--- src/rtl/fifo_rr_arbiter.sv ---
// rtl/fifo_rr_arbiter.sv - Round-robin burst arbiter sharing one fifo write port
//
// Purpose: grants one of N_REQ valid/ready producers at a time for a burst of
// up to MAX_BURST beats and forwards its beats through a one-entry registered
// output stage toward a fifo write port.
//
// Ports:
//   clk_i        clock
//   rst_i        synchronous active-high reset
//   req_valid_i  per-requester valid
//   req_last_i   per-requester end-of-burst marker (qualified by valid)
//   req_data_i   per-requester data, requester k at [k*DATA_W +: DATA_W]
//   req_ready_o  per-requester ready (at most one bit set)
//   valid_o      beat valid toward the fifo
//   data_o       beat data toward the fifo
//   src_o        index of the requester that produced data_o
//   ready_i      fifo ready
//   grant_o      one-hot current grant, zero when no grant is held
//   busy_o       high while a grant is held
module fifo_rr_arbiter #(
    parameter int N_REQ     = 4,
    parameter int DATA_W    = 8,
    parameter int MAX_BURST = 4,
    localparam int IDX_W    = $clog2(N_REQ)
) (
    input  logic                      clk_i,
    input  logic                      rst_i,
    input  logic [N_REQ-1:0]          req_valid_i,
    input  logic [N_REQ-1:0]          req_last_i,
    input  logic [N_REQ*DATA_W-1:0]   req_data_i,
    output logic [N_REQ-1:0]          req_ready_o,
    output logic                      valid_o,
    output logic [DATA_W-1:0]         data_o,
    output logic [IDX_W-1:0]          src_o,
    input  logic                      ready_i,
    output logic [N_REQ-1:0]          grant_o,
    output logic                      busy_o
);

    localparam logic [0:0] ST_IDLE  = 1'b0;
    localparam logic [0:0] ST_BURST = 1'b1;

    localparam int               CNT_W     = (MAX_BURST > 1) ? $clog2(MAX_BURST) : 1;
    localparam logic [CNT_W-1:0] LAST_BEAT = CNT_W'(MAX_BURST - 1);

    logic [0:0]        state_q,    state_d;
    logic [IDX_W-1:0]  rr_ptr_q,   rr_ptr_d;
    logic [CNT_W-1:0]  beat_cnt_q, beat_cnt_d;
    logic [IDX_W-1:0]  gnt_idx_q,  gnt_idx_d;
    logic [N_REQ-1:0]  grant_q,    grant_d;
    logic              valid_q,    valid_d;
    logic [DATA_W-1:0] data_q,     data_d;
    logic [IDX_W-1:0]  src_q,      src_d;

    logic              sel_found;
    logic [IDX_W-1:0]  sel_idx;
    logic [IDX_W-1:0]  cand;
    logic              g_ready;
    logic              g_valid;
    logic              xfer;
    logic              burst_end;

    // Circular scan starting at rr_ptr; N_REQ is a power of two so the
    // index addition wraps naturally in IDX_W bits.
    always_comb begin
        sel_found = 1'b0;
        sel_idx   = rr_ptr_q;
        cand      = rr_ptr_q;
        for (int i = 0; i < N_REQ; i++) begin
            cand = rr_ptr_q + IDX_W'(i);
            if (!sel_found && req_valid_i[cand]) begin
                sel_found = 1'b1;
                sel_idx   = cand;
            end
        end
    end

    // The granted requester may push whenever the output stage is empty or
    // draining this cycle; a held beat under backpressure blocks everyone.
    assign g_ready = (state_q == ST_BURST) && (!valid_q || ready_i);
    assign g_valid = req_valid_i[gnt_idx_q];
    assign xfer    = g_ready && g_valid;

    // Idle release ends the burst without a transfer; otherwise it ends on
    // the transferring beat carrying last or hitting the beat cap.
    assign burst_end = (state_q == ST_BURST) &&
                       (!g_valid ||
                        (xfer && (req_last_i[gnt_idx_q] || beat_cnt_q == LAST_BEAT)));

    always_comb begin
        req_ready_o = '0;
        if (g_ready) begin
            req_ready_o[gnt_idx_q] = 1'b1;
        end
    end

    always_comb begin
        state_d    = state_q;
        rr_ptr_d   = rr_ptr_q;
        beat_cnt_d = beat_cnt_q;
        gnt_idx_d  = gnt_idx_q;
        grant_d    = grant_q;
        valid_d    = valid_q;
        data_d     = data_q;
        src_d      = src_q;

        case (state_q)
            ST_IDLE: begin
                if (sel_found) begin
                    state_d    = ST_BURST;
                    gnt_idx_d  = sel_idx;
                    grant_d    = {{(N_REQ-1){1'b0}}, 1'b1} << sel_idx;
                    beat_cnt_d = '0;
                end
            end
            default: begin
                if (xfer) begin
                    beat_cnt_d = beat_cnt_q + CNT_W'(1);
                end
                if (burst_end) begin
                    state_d  = ST_IDLE;
                    grant_d  = '0;
                    rr_ptr_d = gnt_idx_q + IDX_W'(1);
                end
            end
        endcase

        // A load takes priority over a drain so back-to-back beats flow
        // without a bubble.
        if (xfer) begin
            valid_d = 1'b1;
            data_d  = req_data_i[gnt_idx_q*DATA_W +: DATA_W];
            src_d   = gnt_idx_q;
        end else if (valid_q && ready_i) begin
            valid_d = 1'b0;
        end
    end

    always_ff @(posedge clk_i) begin
        if (rst_i) begin
            state_q    <= ST_IDLE;
            rr_ptr_q   <= '0;
            beat_cnt_q <= '0;
            gnt_idx_q  <= '0;
            grant_q    <= '0;
            valid_q    <= 1'b0;
            data_q     <= '0;
            src_q      <= '0;
        end else begin
            state_q    <= state_d;
            rr_ptr_q   <= rr_ptr_d;
            beat_cnt_q <= beat_cnt_d;
            gnt_idx_q  <= gnt_idx_d;
            grant_q    <= grant_d;
            valid_q    <= valid_d;
            data_q     <= data_d;
            src_q      <= src_d;
        end
    end

    assign valid_o = valid_q;
    assign data_o  = data_q;
    assign src_o   = src_q;
    assign grant_o = grant_q;
    assign busy_o  = (state_q == ST_BURST);

endmodule

--- config.mk ---
export PLATFORM = sky130hd
export DESIGN_NAME = fifo_rr_arbiter
export DESIGN_NICKNAME = d
export VERILOG_FILES = /design/src/rtl/fifo_rr_arbiter.sv
export SDC_FILE = /design/constraint.sdc
export NUM_CORES = 1
export LEC_CHECK = 0
export ABC_AREA = 1
export BUFFER_PORTS_ARGS = -buffer_cell sky130_fd_sc_hd__buf_2
export CORE_MARGIN = 3
export CORE_UTILIZATION = 51
export DETAILED_ROUTE_END_ITERATION = 10
export PLACE_DENSITY_LB_ADDON = 0.2
export SLEW_MARGIN = 5
export SYNTH_ARGS = -nofsm -noshare
export SYNTH_HDL_FRONTEND = slang
export SYNTH_SLANG_ARGS = --single-unit
--- constraint.sdc ---
create_clock -name clk_i -period 3.4 [get_ports clk_i]
set_clock_uncertainty 0.2 [all_clocks]
set_input_delay 0.34 -clock clk_i [delete_from_list [all_inputs] [get_ports clk_i]]
set_output_delay 0.34 -clock clk_i [all_outputs]
set_load 0.005 [all_outputs]
Word-level counts from Yosys, hierarchy flattened
Index checks and enable logic that the tools add are counted.
{"block": "classes", "n_addsub": 5, "order_cmp": 6, "eq_ne": 3, "shift": 2, "muxes": 33, "bitwise_logic": 1, "n_reduce_logical": 23}
{"operator": "$shiftx A32 B6 Y8", "n": 1}
{"operator": "$mux W1", "n": 16}
{"operator": "$mux W4", "n": 4}
{"operator": "$lt A2 B3 Y1 const B", "n": 5}
{"operator": "$bmux W1 S2", "n": 6}
{"operator": "$mux W2", "n": 6}
{"operator": "$logic_and A1 B1 Y1", "n": 9}
{"operator": "$reduce_and A2 Y1", "n": 4}
{"operator": "$add A2 B1 Y2 const B", "n": 3}
{"operator": "$logic_not A1 Y1", "n": 5}
{"operator": "$add A2 B2 Y2 const B", "n": 2}
{"operator": "$ne A2 B1 Y1 const B", "n": 2}
{"operator": "$reduce_bool A2 Y1", "n": 2}
{"operator": "$shl A1 B2 Y4 const A", "n": 1}
{"operator": "$logic_or A1 B1 Y1", "n": 3}
{"operator": "$demux W1 S2", "n": 1}
{"operator": "$eq A2 B2 Y1 const B", "n": 1}
{"operator": "$ge A2 B1 Y1 const B", "n": 1}
{"operator": "$not A1 Y1", "n": 1}
{"block": "totals", "regBits": 22, "in_bits": 43, "output_inout_bits": 20, "wordCells": 81}

Logic depth before layout (Yosys ltp)
{"block": "depth", "word_depth": 15, "ltp_mapped": 14}

Worst setup path before layout
OpenSTA, ideal clock, no wires.
{"block": "synth_path", "path_type": "register to output", "start": "register gnt_idx_q[0]", "end": "output port req_ready_o[0]", "arrival_ns": 1.209, "required_time_ns": 2.860, "slack_ns": 1.651, "path_stages_with_launch": 7, "n_path_buf": 2, "cell_sequence": "dfxtp_1 inv_1 clkbuf_1 buf_2 ha_1 inv_1 nor2_1"}
{"block": "synth_between", "elab_chain_cells": 5}
{"item": "start: declaration", "line_no": "49", "source": "logic [IDX_W-1:0] gnt_idx_q, gnt_idx_d;"}
{"item": "start signal: assignment", "line_no": "153", "source": "gnt_idx_q <= gnt_idx_d;"}
{"item": "$lt A2 B3 Y1 (not written as such) / $ge A2 B1 Y1 (equally long branches)", "line_no": "93", "source": "req_ready_o[gnt_idx_q] = 1'b1;"}
{"item": "$logic_and A1 B1 Y1 (not written as such)", "line_no": "93"}
{"item": "$mux W1 (not written as such)", "line_no": "93"}
{"item": "$demux W1 S2 (*)", "line_no": "93"}
{"item": "$mux W4 (*)", "line_no": "92", "source": "if (g_ready) begin"}
{"item": "end: declaration", "line_no": "31", "source": "output logic [N_REQ-1:0] req_ready_o,"}
Mark *: on every way between the ends. The rest lies on a longest branch, timed or not.

Worst setup path after layout
{"block": "layout_path", "start": "register gnt_idx_q[1]", "end": "register data_q[0] (netlist: data_o[0])"}
{"block": "layout_between", "elab_chain_cells": 3}
{"item": "parallel branches: the longest is 3 deep, another holds $shiftx A32 B6 Y8"}
{"item": "end signal: assignment", "line_no": "156", "source": "data_q <= data_d;"}
{"item": "end: declaration", "line_no": "52", "source": "logic [DATA_W-1:0] data_q, data_d;"}
Parallel ways; which one is timed is not known. The select of a mux whose other input is x is not followed.
A chain may end at the register's enable or synchronous reset.

==> results.ini <==
[routing]
drtIter0Drc=177
antenna_left=0
wl_per_cell_um=12.2
first_pass_iters=4
drt_wl_total_um=4400
post_drt_via_cell_ratio=5.17
drc=0
vias=1866

[cts]
cts_hold_buf=0
tritoncts=built
numCtsBuffers=3
cts_setup_buffers=0
root_buffer=clkbuf_4
ctsLongestPathBuffers=2
clock-sinks=22
cts_resized=0
clk_latency_ps=310
clk_pin_slew_worst_paths_ps=130
htree_levels=1

[flow_run]
max-cap-violations=0

[critical_path]
cp_max_fo=14
reg2regPathDepth=8
crit_path_start_kind=flip-flop
cp_slowest_cell=dfxtp_1
arrival_ps=2410
crit_end=data_o[0]
path_class=flip-flop to flip-flop
endpoint_kind=flip-flop
rr_endpoint=data_o[0]
cpPeakStageDelay_ps=550
r2r_setup_slack_ps=1030
cp-startpoint=gnt_idx_q[1]
crit_path_frequent_cell=nand2_1
timing.rr.start=gnt_idx_q[1]
crit_required_ps=3440
path_cells=inv_1 > a21oi_1 > o21ai_0 > nand2_1 > nand2_1 > inv_1 > nand2_1 > a21oi_1

[grt]
overflow=0
grt_max_degree=24
grt_pass1_wl_um=7190
grt_util_all_layers_pct=21.7
grt_pass1_vias=1637
antenna_found_initial=0

[synth]
avgSynthCellArea_um2=6.34
syn_inst=261
ys_ff_latch=22
synthTopCellsByArea=dfxtp_1, nand2_1, o21ai_0
yosys_warnings=0
synth_top_area_share_pct=26.6
syn_nets=309
ys_seq_area_share_pct=26.6
yosys.area.top_type=dfxtp_1
yosys.cell_types.count=27
syn_area_mm2=0.00166

[finish]
final_common_cell=nand2_1
area_growth_pct=21.9
final_cell_mix=nand2_1, buf_2, nor2_1
final_layout_size_suffix_gt1_share_pct=31.5
antenna_cells=0
layoutNonFillerInstCount=361
layout.nets=366
n_fill_cell=311

[placement]
place_inst=357
portBuffers=62
hpwl_um=3330
place.gp.congestion=0.838

[floorplan]
io_pins=63
initial_utilization_pct=53.8
die-area_mm2=0.00397
die_h_um=63.0
die-width_um=63.0
coreArea_mm2=0.00308
num_rows=20

[pwr]
power_uw=1710
power_switching_share_pct=50.7
leakage_uw=0.00104
p_int_uw=840
pwr-share-comb_pct=64.4
cellPowerDensity_mw_per_mm2=845
p_seq_share_pct=23.8
p_clk_share_pct=11.7
peakVddDrop_mv=0.534
power.switching_uw=866

[sta]
maxSlewHeadroom_pct=72.0
fmax_ghz=0.422
setup_viol=0
maxSlewViolCount=0
fin_crit_ps=2370
fin_tns_setup_ps=0
tightest_slew_ps=420
hold_viol=0
rsz0062_at_grt=no
period_share_pct=69.6

[outcome]
outcome=completed

[hold_path]
hold_class=input port to flip-flop

cell families after synthesis:
kind of cell / share of synthesized area (%)
compound gates: 19.9
fa+ha+maj: 3.78
buf+inv: 9.37
flops: 26.6
simple gates: 40.4
sequential cells by signal (all words and copies together), names as in the netlist:
signal and cells:
data_o 8, grant_o 4, rr_ptr_q 2, valid_o 1, busy_o 1, beat_cnt_q 2, gnt_idx_q 2, src_o 2
worst max-delay path, delay by kind of cell, from the launching register on:
family	cells	cell delay, ps
AOI/OAI and AO/OA	3	410
buffers and inverters	2	660
DFF	1	550
and+or+nand+nor	3	470
power groups by stage:
stage,registers [uW],clock network (uW),logic [uW]
floorplan,403,0,853
global placement,410,0,1070
finish,407,200,1100
detailed placement,414,0,1080
global route,420,214,1240
CTS,407,203,1090
how the worst min path moves through the flow:
stage | to | cells after the start | start | slack [ps]
floorplan | data_o[5] | 1 | rst_i | 210
global placement | data_o[0] | 2 | data_o[0] | 260
detailed placement | data_o[7] | 2 | data_o[7] | 260
CTS | valid_o | 4 | ready_i | 100
global route | valid_o | 4 | ready_i | 130
finish | valid_o | 4 | ready_i | 100
final cells by class:
cell class / instances / area [um2] / share of cell area, %
flip-flops and latches: 22 / 440 / 21.8
multi-input cells: 206 / 1060 / 52.5
inverters: 20 / 77.6 / 3.84
clock inverters: 1 / 30.0 / 1.49
clock buffers: 3 / 22.5 / 1.12
well taps: 44 / 55.1 / 2.73
repair buffers: 65 / 333 / 16.5
per-layer routing:
metal	track usage, %	wire length (um)	up-vias
met5	0	0	-
met1	31.6	2090	826
met3	2.52	323	2
li1	-	-	965
met2	34.7	1970	73
met4	3.58	22	0
stage by stage:
step / setup slack, ps / area (um2) / utilization, % / hold WS (ps)
2_1_floorplan: 1650 / 1660 / - / 209
6_report: 1030 / 2020 / 65.6 / 95.6
3_5_place_dp: 1080 / 1970 / 63.9 / 261
3_3_place_gp: 1180 / 1970 / 63.9 / 258
5_1_grt: 723 / 2020 / 65.6 / 127
4_1_cts: 1050 / 2020 / 65.6 / 99.6
synthesized netlist by cell type (all sizes together):
master   n
nand2   82
nor2    32
o21ai   29
nand3   25
dfxtp   22
a21oi   20
inv     20
o22ai    8
clkbuf   7
buf      6
ha       5
nand4    3
a21o     1
or2      1
(Power assumes the default switching activity.)
